## src/rtl/bram_wr_ctrl.sv

```systemverilog
// -----------------------------------------------------------------------------
// bram_wr_ctrl
//
// Writes one cache line (LINE_W bits) into a bank of WAYS parallel BRAMs as two
// consecutive half-line beats, then flags the line valid in a per-line bitmap.
//
// A line request is accepted with a valid/ready handshake and held in a
// holding register. Beat 0 writes the low half at address {st,cl,0}, beat 1
// writes the high half at {st,cl,1}. A new line can be accepted during beat 1,
// which gives a sustained rate of one line every two cycles. The cycle after
// beat 1 a done pulse reports the line, and its valid bit becomes visible in
// that same cycle. Invalidate strobes clear valid bits at any time; when an
// invalidate and a done-set land on the same bit at the same edge, the set
// wins because the freshly written data is the newest.
//
// Ports
//   clk2x       in   clock, rising edge
//   reset       in   synchronous, active-high reset
//   i_v / i_r   in/out  line write request valid / ready
//   i_st, i_cl  in   target stream and cache line of the request
//   i_d         in   line data (LINE_W bits)
//   o_we        out  BRAM slice write enable
//   o_wa        out  BRAM slice address {st, cl, beat}
//   o_wd        out  BRAM slice data (one half-line)
//   i_inv_v     in   invalidate strobe, always accepted
//   i_inv_st/cl in   invalidate target
//   o_done_v    out  one-cycle line-written pulse
//   o_done_st/cl out line just written
//   o_vld       out  per-line valid bitmap, bit index st*L1_NCL+cl
// -----------------------------------------------------------------------------
module bram_wr_ctrl #(
  parameter int DATA_WIDTH = 64,
  parameter int WAYS       = 8,
  parameter int L1_NSTRMS  = 16,
  parameter int L1_NCL     = 16,
  localparam int ST_W       = $clog2(L1_NSTRMS),
  localparam int CL_W       = $clog2(L1_NCL),
  localparam int ADDR_WIDTH = ST_W + CL_W + 1,
  localparam int HALF_W     = WAYS * DATA_WIDTH,
  localparam int LINE_W     = 2 * HALF_W,
  localparam int NLINES     = L1_NSTRMS * L1_NCL
) (
  input  logic                  clk2x,
  input  logic                  reset,
  input  logic                  i_v,
  output logic                  i_r,
  input  logic [ST_W-1:0]       i_st,
  input  logic [CL_W-1:0]       i_cl,
  input  logic [LINE_W-1:0]     i_d,
  output logic                  o_we,
  output logic [ADDR_WIDTH-1:0] o_wa,
  output logic [HALF_W-1:0]     o_wd,
  input  logic                  i_inv_v,
  input  logic [ST_W-1:0]       i_inv_st,
  input  logic [CL_W-1:0]       i_inv_cl,
  output logic                  o_done_v,
  output logic [ST_W-1:0]       o_done_st,
  output logic [CL_W-1:0]       o_done_cl,
  output logic [NLINES-1:0]     o_vld
);

  typedef enum logic [1:0] {
    IDLE = 2'd0,
    B0   = 2'd1,
    B1   = 2'd2
  } state_t;

  state_t state, state_nxt;

  logic              accept;
  logic              beat1;
  logic [ST_W-1:0]   h_st;
  logic [CL_W-1:0]   h_cl;
  logic [LINE_W-1:0] h_d;

  logic              done_q;
  logic [ST_W-1:0]   done_st_q;
  logic [CL_W-1:0]   done_cl_q;
  logic [NLINES-1:0] vld_q;

  // Field widths are powers of two, so the bitmap index is a plain concatenation.
  logic [ST_W+CL_W-1:0] wr_idx;
  logic [ST_W+CL_W-1:0] inv_idx;

  // Ready depends on state only; the holding register is free in IDLE and
  // again during beat 1, because beat 1 already reads its half at this edge.
  assign i_r     = (state == IDLE) || (state == B1);
  assign accept  = i_v && i_r && !reset;
  assign beat1   = (state == B1);
  assign wr_idx  = {h_st, h_cl};
  assign inv_idx = {i_inv_st, i_inv_cl};

  // NOTE: every signal driven in always_comb gets a default first, so no path
  // through the case can leave it unassigned and infer a latch.
  always_comb begin
    state_nxt = state;
    unique case (state)
      IDLE:    state_nxt = accept ? B0 : IDLE;
      B0:      state_nxt = B1;
      B1:      state_nxt = accept ? B0 : IDLE;
      default: state_nxt = IDLE;
    endcase
  end

  // NOTE: sequential state uses non-blocking assignments so every register
  // samples the pre-edge values of the others, independent of block order.
  always_ff @(posedge clk2x) begin
    if (reset) state <= IDLE;
    else       state <= state_nxt;
  end

  // NOTE: the holding register carries no reset; it is only observed while
  // the FSM is in B0/B1, which reset leaves, so its stale content is harmless.
  always_ff @(posedge clk2x) begin
    if (accept) begin
      h_st <= i_st;
      h_cl <= i_cl;
      h_d  <= i_d;
    end
  end

  always_ff @(posedge clk2x) begin
    if (reset) done_q <= 1'b0;
    else       done_q <= beat1;
  end

  always_ff @(posedge clk2x) begin
    if (beat1) begin
      done_st_q <= h_st;
      done_cl_q <= h_cl;
    end
  end

  // The set is written after the clear so that it wins on a same-bit collision.
  always_ff @(posedge clk2x) begin
    if (reset) begin
      vld_q <= '0;
    end else begin
      if (i_inv_v) vld_q[inv_idx] <= 1'b0;
      if (beat1)   vld_q[wr_idx]  <= 1'b1;
    end
  end

  // Write port. Address and data are only meaningful while o_we is high.
  // Reset silences the visible outputs immediately, not one edge later.
  assign o_we      = ((state == B0) || beat1) && !reset;
  assign o_wa      = {h_st, h_cl, beat1};
  assign o_wd      = beat1 ? h_d[LINE_W-1:HALF_W] : h_d[HALF_W-1:0];

  assign o_done_v  = done_q && !reset;
  assign o_done_st = done_st_q;
  assign o_done_cl = done_cl_q;
  assign o_vld     = reset ? '0 : vld_q;

endmodule

```

## config.mk

```make
export PLATFORM = sky130hd
export DESIGN_NAME = bram_wr_ctrl
export DESIGN_NICKNAME = d
export VERILOG_FILES = /design/src/rtl/bram_wr_ctrl.sv
export SDC_FILE = /design/constraint.sdc
export NUM_CORES = 1
export LEC_CHECK = 0
export BUFFER_PORTS_ARGS = -buffer_cell sky130_fd_sc_hd__clkbuf_2
export CORE_AREA = 2 2 723 725
export DETAILED_ROUTE_END_ITERATION = 8
export DIE_AREA = 0 0 725 727
export GPL_TIMING_DRIVEN = 0
export SLEW_MARGIN = 40
export SYNTH_ARGS = -nofsm -noshare
export SYNTH_HDL_FRONTEND = slang
export SYNTH_SLANG_ARGS = --single-unit
```

## constraint.sdc

```tcl
create_clock -name clk2x -period 36.8 [get_ports clk2x]
set_input_delay 7.36 -clock clk2x [delete_from_list [all_inputs] [get_ports clk2x]]
set_output_delay 7.36 -clock clk2x [all_outputs]
set_load 0.03 [all_outputs]
```

* Word level (Yosys, flattened, before mapping)
Index checks and enable logic that the tools add are counted.
** Storage, ports and cells
- Register bits :: 1299
- Bits of input ports :: 1044
- Output and inout bits :: 788
- Logic and storage cells :: 39
** Operators by class
- $lt $le $gt $ge :: 4
- Eq/ne operators :: 2
- Muxes and demuxes :: 11
- Bitwise logic cells :: 3
- Reduce and logical (&&, ||, !) cells :: 11
** Operator list (count)
- 256-bit 2-to-1 mux :: 4
- 512-bit 2-to-1 mux :: 1
- 256-bit bitwise AND :: 1
- 256-bit NOT :: 1
- 256-bit bitwise OR :: 1
- 8-bit by 9-bit less-than comparator with 1-bit output (second input constant) :: 2
- 1-bit demux with 8-bit select :: 2
- 8-bit by 1-bit greater-or-equal comparator with 1-bit output (second input constant) :: 2
- 1-bit logical AND :: 6
- 2-bit one-hot mux with 2 select lines :: 1
- 1-bit 2-to-1 mux :: 3
- 2-bit by 1-bit == test with 1-bit output (second input constant) :: 1
- 2-bit == test (second input constant) :: 1
- 2-bit zero test :: 1
- 1-bit logical OR :: 2
- 2-bit OR reduction :: 1
- 1-bit zero test :: 1

* Logic depth before layout (Yosys ltp)
- Word-level depth :: 10
- Depth in mapped cells :: 6
- Mapped depth without buffers :: 5

* Least setup slack after synthesis
No wires, ideal clock.
- Kind :: input port to flip-flop
- Start :: input port reset
- End :: register h_cl[0], enable pin
- Library setup time :: 1.549 ns
- Data arrival time :: 31.178 ns
- Data required time :: 35.251 ns
- Setup slack :: 4.073 ns
- Stages on the path :: 3
- Path buffers :: 2
- Cells stage by stage :: clkbuf_1 -> clkbuf_1 -> and3b_1
** Between the ends
- Longest elaborated chain between the ends :: 2
** Ends and longest elaborated chain
- start, declared :: RTL line 44 : input logic reset,
- 1-bit zero test :: RTL line 88 : assign accept = i_v && i_r && !reset;
- 1-bit logical AND :: RTL line 88
- via accept :: RTL line 70 : logic accept;
- end signal, assigned :: RTL line 117 : h_cl <= i_cl;
- end, declared :: RTL line 73 : logic [CL_W-1:0] h_cl;
The timed path passes the listed nets, and every way through them passes these cells.
A chain may end at the register's enable or synchronous reset.

* Final worst setup path
- Start :: input port reset
- End :: output port o_vld[196]
** Between the ends
- Longest elaborated chain between the ends :: 1
** Ends and longest elaborated chain
- 256-bit 2-to-1 mux :: RTL line 153 : assign o_vld = reset ? '0 : vld_q;
- end, declared :: RTL line 59 : output logic [NLINES-1:0] o_vld
Every way passes these cells.

==> impl_results.rst <==
.. list-table::
   :header-rows: 1

   * - Metric
     - Value
   * - Unrepaired setup endpoints after global routing
     - no
   * - Fraction of layout instances using a drive strength above 1
     - 0.5620
   * - H-Tree Level Count
     - 4
   * - Post-Synthesis Cells
     - 2868
   * - Setup Total Neg Slack
     - 0 ns
   * - Initial cell density of the core
     - 0.09339
   * - Insertion delay to the later sink of the worst-skew pair
     - 0.92 ns
   * - Routability cong.
     - 1.157
   * - Final layout net count
     - 5994
   * - Maximum number of pins on one net before global-route repair
     - 39
   * - Final number of hold-violating endpoints
     - 0
   * - Number of cell rows
     - 265
   * - Mean area per synthesized cell
     - 16.91 sq um
   * - Die width
     - 725 um
   * - Worst-Margin Slew
     - 0.9358 ns
   * - Synth Net Count
     - 3915
   * - Initial antenna violation count
     - 269
   * - Area of the die
     - 527100 sq um
   * - Core Region
     - 519200 sq um
   * - CP max stage cell
     - sky130_fd_sc_hd__clkbuf_2
   * - Sum of routed wire length over all layers
     - 460800 um
   * - Worst path buffer plus inverter count
     - 4
   * - Post-CTS setup-driven buffer insertion count
     - 0
   * - Final setup vio count
     - 0
   * - Commonest cells after routing, fill and taps aside
     - 1887 x sky130_fd_sc_hd__clkbuf_2, 1040 x sky130_fd_sc_hd__edfxtp_1, 512 x sky130_fd_sc_hd__mux2_2
   * - Category of the most critical setup path
     - in2out
   * - Clock sinks
     - 1299
   * - Worst hold path class
     - reg2reg
   * - Post-detailed-route wirelength per cell
     - 38.07 um
   * - Final HPWL DP
     - 406700 um
   * - Mux contribution to synthesized area
     - 0.1189
   * - Synthesis-stage register bit count
     - 1299
   * - Drt pass-1 iters
     - 6
   * - Max-cap check violation count
     - 0
   * - Setup ws final
     - 20.30 ns
   * - Share of the yosys chip area belonging to registers
     - 0.7510
   * - Quantity of hold-fixing buffers added after cts
     - 0
   * - Multi-input logic area
     - 11220 sq um
   * - Period utilization
     - 0.4484
   * - Via-per-instance ratio
     - 3.152
   * - Data arrival time at the worst-slack endpoint
     - 9.14 ns
   * - Worst setup timing slack at the placement stage
     - 20.01 ns
   * - First-pass GRT wire length
     - 538200 um
   * - Post-CTS clock slew at the launch and capture registers of the worst setup and hold paths
     - 0.06 ns
   * - Max FO, Critical Path
     - 10
   * - Number of global-route vias before repair
     - 35930
   * - Cell area after placement
     - 68190 sq um
   * - Largest stage delay on the critical path
     - 0.49 ns
   * - Most used flip-flop cell after synthesis
     - sky130_fd_sc_hd__edfxtp_1
   * - Final slew viol count
     - 0
   * - Overall global routing resource usage
     - 0.1677
   * - Worst IR Drop VDD
     - 56.98 uV
   * - Gr ovfl total
     - 0
   * - Cell chain of the critical path
     - clkbuf_2, clkbuf_2, clkbuf_2, nor2b_1, clkbuf_2
   * - Arithmetic-cell share of the synthesized area counting full adders, half adders and majority gates
     - 0.0007741
   * - Post-route design area
     - 74080 sq um
   * - Fraction of synthesis flops using an asynchronous set or reset pin
     - 0
   * - Post-synthesis compound-gate area fraction
     - 0.06766
   * - Buffer levels on the longest clock path
     - 4
   * - Reported leakage power
     - 26.79 nW
   * - Count of different cell masters after synthesis
     - 32
   * - Critical Path Source Type
     - input port
   * - Syn-to-layout area delta
     - 52.78%
   * - Run status
     - finished clean
   * - Initial DRC Count
     - 4340
   * - Ys Warns
     - 0
   * - Clk_skew
     - 0.05858 ns
   * - Total area of sequential cells
     - 36410 sq um
   * - Count of input and output buffers
     - 1831
   * - Antenna-violating nets left
     - 0
   * - Number of instances in the placed design
     - 11720
   * - Number of placed I/O pins
     - 1832
   * - Number of gates resized after CTS
     - 0
   * - Number of buffers created by CTS
     - 170
   * - Filler cell count
     - 58300
   * - Data required, critical path
     - 29.44 ns
   * - Combinational family with the most area after synthesis
     - multiplexers
   * - Area share of xor/xnor cells in the synthesized design
     - 0
   * - Number of synthesized flops with an enable pin
     - 1040
   * - Die outline height
     - 727 um
   * - Non-filler instance count after layout
     - 12100
   * - Worst slew margin relative to its limit
     - 0.3761
   * - Category of cells accounting for the largest share of critical-path delay
     - buffers and inverters
   * - Most frequent standard cell in the layout excluding fill and tap cells
     - sky130_fd_sc_hd__clkbuf_2
   * - Crit end category
     - primary output
   * - Pwr per Cell Area
     - 52.17 nW/um^2
   * - Max Fclk
     - 60.61 MHz
   * - DRC violation count after routing
     - 0
   * - Vias
     - 38150
   * - Clock tree from TritonCTS
     - done
   * - Netlist Area Pre-Place
     - 48490 sq um
   * - Root Driver
     - sky130_fd_sc_hd__clkbuf_16
   * - Share of synthesized cell area in and, or, nand and nor gates
     - 0.04325
   * - Top cell by count, worst path
     - sky130_fd_sc_hd__clkbuf_2
   * - Time the worst path needs with I/O delays and setup
     - 16.50 ns
==> path summary, 6_finish.rpt <==
path	slack [ns]	from	endpoint	cells past startpoint
max reg2reg	32.04	state[0]$_SDFF_PP0_	h_d[284]$_DFFE_PP_	13
min reg2reg	0.49	h_cl[2]$_DFFE_PP_	o_done_cl[2]$_DFFE_PP_	0
max	20.30	reset	o_vld[196]	5
min	0.49	h_cl[2]$_DFFE_PP_	o_done_cl[2]$_DFFE_PP_	0
==> Yosys cell counts, types with 3 or more instances <==
library cell,instances,share of area
sky130_fd_sc_hd__nor3b_1,3,0.00046
sky130_fd_sc_hd__buf_1,15,0.0012
sky130_fd_sc_hd__inv_1,3,0.00023
sky130_fd_sc_hd__buf_2,66,0.0068
sky130_fd_sc_hd__dfxtp_1,259,0.11
sky130_fd_sc_hd__and3b_1,5,0.00090
sky130_fd_sc_hd__mux2_2,512,0.12
sky130_fd_sc_hd__or4b_1,4,0.00083
sky130_fd_sc_hd__o31ai_2,14,0.0036
sky130_fd_sc_hd__edfxtp_1,1040,0.64
sky130_fd_sc_hd__nand3_1,9,0.00093
sky130_fd_sc_hd__o31ai_1,242,0.037
sky130_fd_sc_hd__nand4b_1,4,0.00072
sky130_fd_sc_hd__nand2b_1,4,0.00052
sky130_fd_sc_hd__nor2b_1,264,0.034
sky130_fd_sc_hd__nand4bb_1,6,0.0014
sky130_fd_sc_hd__o21ai_0,223,0.023
sky130_fd_sc_hd__buf_6,4,0.00093
sky130_fd_sc_hd__ha_1,3,0.00077
sky130_fd_sc_hd__nand2_1,25,0.0019
sky130_fd_sc_hd__clkbuf_1,118,0.0091
sky130_fd_sc_hd__o21ai_1,31,0.0032
==> state kept, by name (all words and copies together) (netlist names) <==
signal	flops
done_q	1
h_cl	4
h_d	1024
h_st	4
o_done_cl	4
o_done_st	4
state	2
vld_q	256
==> logic make-up after synthesis <==
logic type | after synthesis
AOI/OAI and AO/OA | 512
and+or+nand+nor | 335
muxes | 512
DFF | 1299
buffers and inverters | 207
adders and majority gates | 3
==> report_power, final <==
group          leakage, nW  internal [mW]  switching, mW
clock network         2.77           1.01          0.759
logic                 12.3          0.117          0.303
registers             11.7           1.65         0.0282
total                 26.8           2.77           1.09
==> per-layer routing <==
metal / part of all wire / up-vias / GRT usage
li1: - / 15310 / -
met1: 0.37 / 19160 / 0.1902
met2: 0.44 / 2790 / 0.2607
met3: 0.13 / 806 / 0.08954
met4: 0.053 / 94 / 0.07271
met5: 0.0019 / - / 0
==> cell type report <==
| type | count | area share |
|---|---|---|
| Clock buffer | 205 | 0.06146 |
| Multi-Input combinational cell | 1362 | 0.1514 |
| Inverter | 3 | 0.0001520 |
| Buffer | 204 | 0.01322 |
| Timing Repair Buffer | 1907 | 0.1469 |
| Sequential cell | 1299 | 0.4915 |
| Clock inverter | 98 | 0.01523 |
| Antenna cell | 83 | 0.002804 |
| Tap cell | 6942 | 0.1172 |
==> stage by stage <==
stage	total power, mW	hold WS [ns]	utilization
finish	3.865	0.4903	0.1427
global route	3.978	0.5117	0.1424
CTS	3.927	0.4922	0.1423
detailed placement	2.135	0.4698	0.1313
global placement	2.220	0.5635	0.1278
floorplan	1.911	0.5720	-
Power figures use the tool's default switching activity.
